$ cat src/rtl/gf571_pkg.sv
// Shared definitions for the GF(2^571) reduction datapath,
// field polynomial f(x) = x^571 + x^10 + x^5 + x^2 + 1.
package gf571_pkg;

  localparam int GF_M     = 571;
  localparam int PROD_W   = 1141;
  localparam int NUM_TAPS = 4;

  // x^571 == x^10 + x^5 + x^2 + 1, so a folded bit lands at these offsets
  localparam logic [NUM_TAPS-1:0][3:0] TAPS = {4'd10, 4'd5, 4'd2, 4'd0};

  typedef enum logic [1:0] {
    IDLE = 2'd0,
    FOLD = 2'd1,
    DONE = 2'd2
  } state_e;

  typedef logic [GF_M-1:0]   gf_elem_t;
  typedef logic [PROD_W-1:0] gf_prod_t;

  function automatic int num_folds(input int chunk);
    return (GF_M - 1 + chunk - 1) / chunk;
  endfunction

endpackage

$ cat src/rtl/gf571_fold_step.sv
// Combinational fold of one CHUNK-wide slice of the excess degree,
// selected by the fold counter, into the lower bits of the accumulator.
module gf571_fold_step
  import gf571_pkg::*;
#(
  parameter int CHUNK = 64,
  parameter int CNT_W = 4
) (
  input  gf_prod_t         acc_i,
  input  logic [CNT_W-1:0] cnt_i,
  output gf_prod_t         acc_o
);

  logic [10:0] hi_s;
  logic [10:0] lo_raw_s;
  logic [10:0] lo_s;
  logic        sel_s;

  // slice bounds: hi = 1140 - cnt*CHUNK, lo clamped at the field degree
  always_comb begin
    hi_s     = 11'(PROD_W - 1 - int'(cnt_i) * CHUNK);
    lo_raw_s = hi_s - 11'(CHUNK - 1);
    lo_s     = (lo_raw_s < 11'(GF_M)) ? 11'(GF_M) : lo_raw_s;
  end

  // Targets always sit strictly below lo, so reading acc_i for the source bit is safe
  always_comb begin
    acc_o = acc_i;
    sel_s = 1'b0;
    for (int j = GF_M; j < PROD_W; j++) begin
      sel_s    = (11'(j) >= lo_s) && (11'(j) <= hi_s);
      acc_o[j] = acc_o[j] & ~sel_s;
      for (int t = 0; t < NUM_TAPS; t++) begin
        acc_o[j - GF_M + int'(TAPS[t])] = acc_o[j - GF_M + int'(TAPS[t])] ^ (acc_i[j] & sel_s);
      end
    end
  end

endmodule

$ cat src/rtl/gf571_reduce_seq.sv
// Sequential GF(2^571) reducer: accepts an 1141-bit product, folds the
// excess degree CHUNK bits per cycle top-down, returns the 571-bit element.
module gf571_reduce_seq
  import gf571_pkg::*;
#(
  parameter int CHUNK = 64
) (
  input  logic                clk,
  input  logic                rst_n,
  input  logic                in_valid,
  output logic                in_ready,
  input  logic [PROD_W-1:0]   in_data,
  output logic                out_valid,
  input  logic                out_ready,
  output logic [GF_M-1:0]     out_data,
  output logic                busy
);

  localparam int NUM_FOLDS = num_folds(CHUNK);
  localparam int CNT_W     = $clog2(NUM_FOLDS + 1);

  if ((CHUNK < 11) || (CHUNK > 285)) begin : g_bad_chunk
    $error("gf571_reduce_seq: CHUNK must lie in 11..285");
  end

  state_e           state_q, state_d;
  logic [CNT_W-1:0] cnt_q, cnt_d;
  gf_prod_t         acc_q, acc_d;
  gf_prod_t         fold_s;
  logic             out_valid_q, out_valid_d;
  logic             in_ready_q, in_ready_d;
  logic             busy_q, busy_d;

  gf571_fold_step #(
    .CHUNK (CHUNK),
    .CNT_W (CNT_W)
  ) u_fold (
    .acc_i (acc_q),
    .cnt_i (cnt_q),
    .acc_o (fold_s)
  );

  // next-state, datapath and registered-output decode
  always_comb begin
    state_d = state_q;
    cnt_d   = cnt_q;
    acc_d   = acc_q;
    case (state_q)
      IDLE: begin
        if (in_valid && in_ready_q) begin
          acc_d   = in_data;
          cnt_d   = '0;
          state_d = FOLD;
        end else begin
          state_d = IDLE;
        end
      end
      FOLD: begin
        acc_d = fold_s;
        if (cnt_q == CNT_W'(NUM_FOLDS - 1)) begin
          state_d = DONE;
        end else begin
          cnt_d = cnt_q + CNT_W'(1);
        end
      end
      DONE: begin
        if (out_ready) begin
          state_d = IDLE;
        end else begin
          state_d = DONE;
        end
      end
      default: begin
        state_d = IDLE;
      end
    endcase
    in_ready_d  = (state_d == IDLE);
    out_valid_d = (state_d == DONE);
    busy_d      = (state_d != IDLE);
  end

  // state and output registers
  always_ff @(posedge clk) begin
    if (!rst_n) begin
      state_q     <= IDLE;
      cnt_q       <= '0;
      acc_q       <= '0;
      out_valid_q <= 1'b0;
      in_ready_q  <= 1'b1;
      busy_q      <= 1'b0;
    end else begin
      state_q     <= state_d;
      cnt_q       <= cnt_d;
      acc_q       <= acc_d;
      out_valid_q <= out_valid_d;
      in_ready_q  <= in_ready_d;
      busy_q      <= busy_d;
    end
  end

  assign in_ready  = in_ready_q;
  assign out_valid = out_valid_q;
  assign busy      = busy_q;
  assign out_data  = acc_q[GF_M-1:0];

endmodule

$ cat config.mk
export PLATFORM = sky130hd
export DESIGN_NAME = gf571_reduce_seq
export DESIGN_NICKNAME = d
export VERILOG_FILES = /design/src/rtl/gf571_pkg.sv /design/src/rtl/gf571_fold_step.sv /design/src/rtl/gf571_reduce_seq.sv
export SDC_FILE = /design/constraint.sdc
export NUM_CORES = 2
export LEC_CHECK = 0
export ABC_AREA = 1
export CORE_AREA = 4 4 668 670
export CTS_CLUSTER_DIAMETER = 60
export DETAILED_ROUTE_END_ITERATION = 16
export DIE_AREA = 0 0 672 674
export SETUP_SLACK_MARGIN = 0.15
export SLEW_MARGIN = 0
export SYNTH_ARGS = -nofsm -noshare
export SYNTH_HDL_FRONTEND = slang
export SYNTH_SLANG_ARGS = --single-unit
$ cat constraint.sdc
create_clock -name clk -period 5.35 [get_ports clk]
set_input_delay 1.07 -clock clk [delete_from_list [all_inputs] [get_ports clk]]
set_output_delay 1.07 -clock clk [all_outputs]
set_load 0.05 [all_outputs]
==> results.yml <==
status:
  status: "complete, but fails checks"
  violations: "slew limit"
sta:
  tns_ns: 0
  hold_slack_ns: 0.463
  finClkSkew_ns: 0.0945
  slew_headroom_pct: -16.4
  fmax_mhz: 220
  rsz0062_at_grt: "false"
  period_share_pct: 85.0
  tightest_slew_ns: 1.75
  period_needed_ns: 4.55
  hold_violations: 0
  finalSetupViolCount: 0
  final-max-slew-violation-count: 85
yosys:
  ys_warn_count: 0
  yosys_register_bits: 1150
  synth_edf_count: 0
  synthXorXnorAreaFrac_pct: 10.5
  syn_nets: 13400
  syn_area_mm2: 0.0817
  synth_top_family_by_area: "simple AND/OR/NAND/NOR gates"
  async_flop_share_pct: 0
  synth-compound-area-share_pct: 19.6
  synth-main-ff-cell: "dfxtp_1"
  ys_types: 49
  ys_seq_area_share_pct: 28.2
  syn_inst: 12200
  yosys.area_share.simple_pct: 26.2
  avgSynthCellArea_um2: 6.67
  synth_fa_ha_area_share_pct: 0.184
  synthMuxAreaShare_pct: 0
place:
  dp.cells: 18800
  dp_hpwl_mm: 461
  gp_congestion: 1.03
  place_area_mm2: 0.101
  io_buffers: 1718
worst_hold_path:
  holdCritPathClass: "reg -> reg"
  min_path_cells: 2
grt:
  grt_max_degree: 157
  grt_overflow: 0
  grt.total_usage_pct: 23.4
  grt_pass1_wl_mm: 734
  grt_pass1_vias: 82200
  antenna_found_initial: 276
layout:
  fin_area_mm2: 0.108
  multi_input_area_mm2: 0.0463
  drive_above_1_share_pct: 8.94
  final_common_cell: "nand2_1"
  final_nets: 14300
  final_cell_mix: "3,189 x nand2_1, 1,688 x clkdlybuf4s50_1, 1,514 x inv_1"
  nFillCells: 48800
  fin_cells: 19300
  syn_to_final_growth_pct: 32.4
  regArea_mm2: 0.0230
critical_path:
  critPathTopFamily: "simple AND/OR/NAND/NOR gates"
  cp-endpoint: "acc_q[176]"
  slowest_stage: "nand3_4"
  timing.rr.end: "acc_q[176]"
  cp.depth: 23
  rr_worst_depth: 23
  crit_path_start: "cnt_q[1]"
  r2r_start: "cnt_q[1]"
  worst-setup-path-type: "reg -> reg"
  worstPathCellList: "inv_1, ha_1, inv_1, nand2_1, nand2_2, inv_2, nor2_1, ha_2, inv_1, nand2_1, nand3_2, nand3_4, buf_4, nor2_2, inv_1, o21ai_1, inv_1, nand2_1, nand2_1, nand2_1, nand3_1, nand2_1, inv_1"
  cp-end-kind: "flip-flop"
  cp.arrival_ns: 5.36
  max_stage_delay_ns: 0.54
  rrSetupSlack_ns: 0.80
  path_buf_inv: 8
  cp-start-kind: "flip-flop"
  path_max_fanout: 32
  critical_path_required_ns: 6.16
power:
  powerDensity_mw_per_mm2: 381
  power_w: 0.0412
  p_leak_nw: 44.5
  max-vdd-ir-drop_v: 0.000283
floorplan:
  die_area_mm2: 0.453
  ios: 1719
  die_x_um: 672
  die-height_um: 674
  initial_core_util_pct: 18.5
  core_area_mm2: 0.441
  num_rows: 244
routing:
  dr.pass1.iters: 8
  antenna_left: 0
  drt-total-wl_mm: 560
  post_drt_wl_per_cell_um: 29.0
  via_per_inst: 4.65
  drt_iter0_drc: 9116
  num_vias: 90000
  drc: 0
clocking:
  holdBufCountCts: 0
  cts_max_level: 4
  post_cts_buffers: 0
  path_clk_slew_ns: 0.05
  clock_path_buffers: 4
  clk_latency_ns: 0.95
  cts_sinks: 1150
  cts_root_buffer: "clkbuf_16"
  cts_tree: "done"
  cts_buffers: 199
  postCtsResizedCells: 0
run:
  drv_cap: 0
## cell type report
cell class              count  share of cell area [%]
multi-input cells        8405                    42.8
well taps                5904                    6.83
flip-flops and latches   1150                    21.3
diodes                    151                   0.349
repair buffers           1847                    17.1
clock inverters           106                    1.27
clock buffers             247                    5.01
inverters                1535                    5.35
## Yosys cell counts, drive strengths merged, types with 4 or more instances
cell        n  area (um^2)
a211oi    115          863
a21o        4         30.0
a21oi     435         2190
a221oi     77          674
a22oi     176         1320
a31oi      16          106
buf       711         5080
clkbuf    448         1680
dfxtp    1150        23000
ha         12          150
inv      1533         5750
nand2    3200        12000
nand3     850         4270
nand3b     16          120
nand4      30          188
nor2      890         3990
nor3        8         40.0
o2111ai     8         70.1
o211ai      8         60.1
o21ai     817         4100
o221a     400         4500
o221ai    229         2010
or2       118          738
xnor2     511         4480
xor2      470         4120
## report_power, final
part           switching, W  internal [W]
sequential          0.00156       0.00973
clock               0.00542       0.00813
combinational        0.0111       0.00530
## flip-flops by register name, summed over array words and instances (netlist names)
| signal | flops |
|---|---|
| busy | 1 |
| in_ready | 1 |
| state_q | 2 |
| cnt_q | 4 |
| acc_q | 1141 |
| out_valid | 1 |
## cells by family after synthesis
family,after synthesis
simple gates,5119
xor+xnor,981
fa+ha+maj,12
compound gates,2293
buf+inv,2694
flops,1150
## worst register-to-register path, stage by stage (launching register included)
cell	delay (ns)
dfxtp_1	0.42
inv_1	0.21
ha_1	0.29
inv_1	0.06
nand2_1	0.06
nand2_2	0.17
inv_2	0.08
nor2_1	0.11
ha_2	0.34
inv_1	0.25
nand2_1	0.13
nand3_2	0.15
nand3_4	0.54
buf_4	0.53
nor2_2	0.27
inv_1	0.09
o21ai_1	0.30
inv_1	0.08
nand2_1	0.09
nand2_1	0.05
nand2_1	0.05
nand3_1	0.07
nand2_1	0.09
inv_1	0.04
## layer usage
| metal | track usage [%] | vias to the layer above | share of wire (%) |
|---|---|---|---|
| met3 | 7.49 | 1256 | 9.1 |
| li1 | - | 41600 | - |
| met4 | 19.5 | 100 | 9.3 |
| met1 | 25.4 | 42600 | 36 |
| met2 | 37.3 | 4393 | 45 |
| met5 | 0 | - | 0.12 |
## how the worst min path moves through the flow
stage,from,end
6_report,acc_q[1016],acc_q[1016]
5_1_grt,acc_q[1022],acc_q[1022]
3_5_place_dp,acc_q[1018],acc_q[1018]
3_3_place_gp,acc_q[1018],acc_q[1018]
4_1_cts,acc_q[1018],acc_q[1018]
2_1_floorplan,acc_q[1014],acc_q[1014]
## per-stage QoR
step / util, % / setup slack [ns]
finish: 24.6 / 0.800
global route: 24.5 / 0.425
CTS: 24.5 / 0.673
detailed placement: 22.9 / 0.689
global placement: 22.9 / 0.650
floorplan: - / 2.30
No activity file was read; power rests on OpenSTA's default activity.
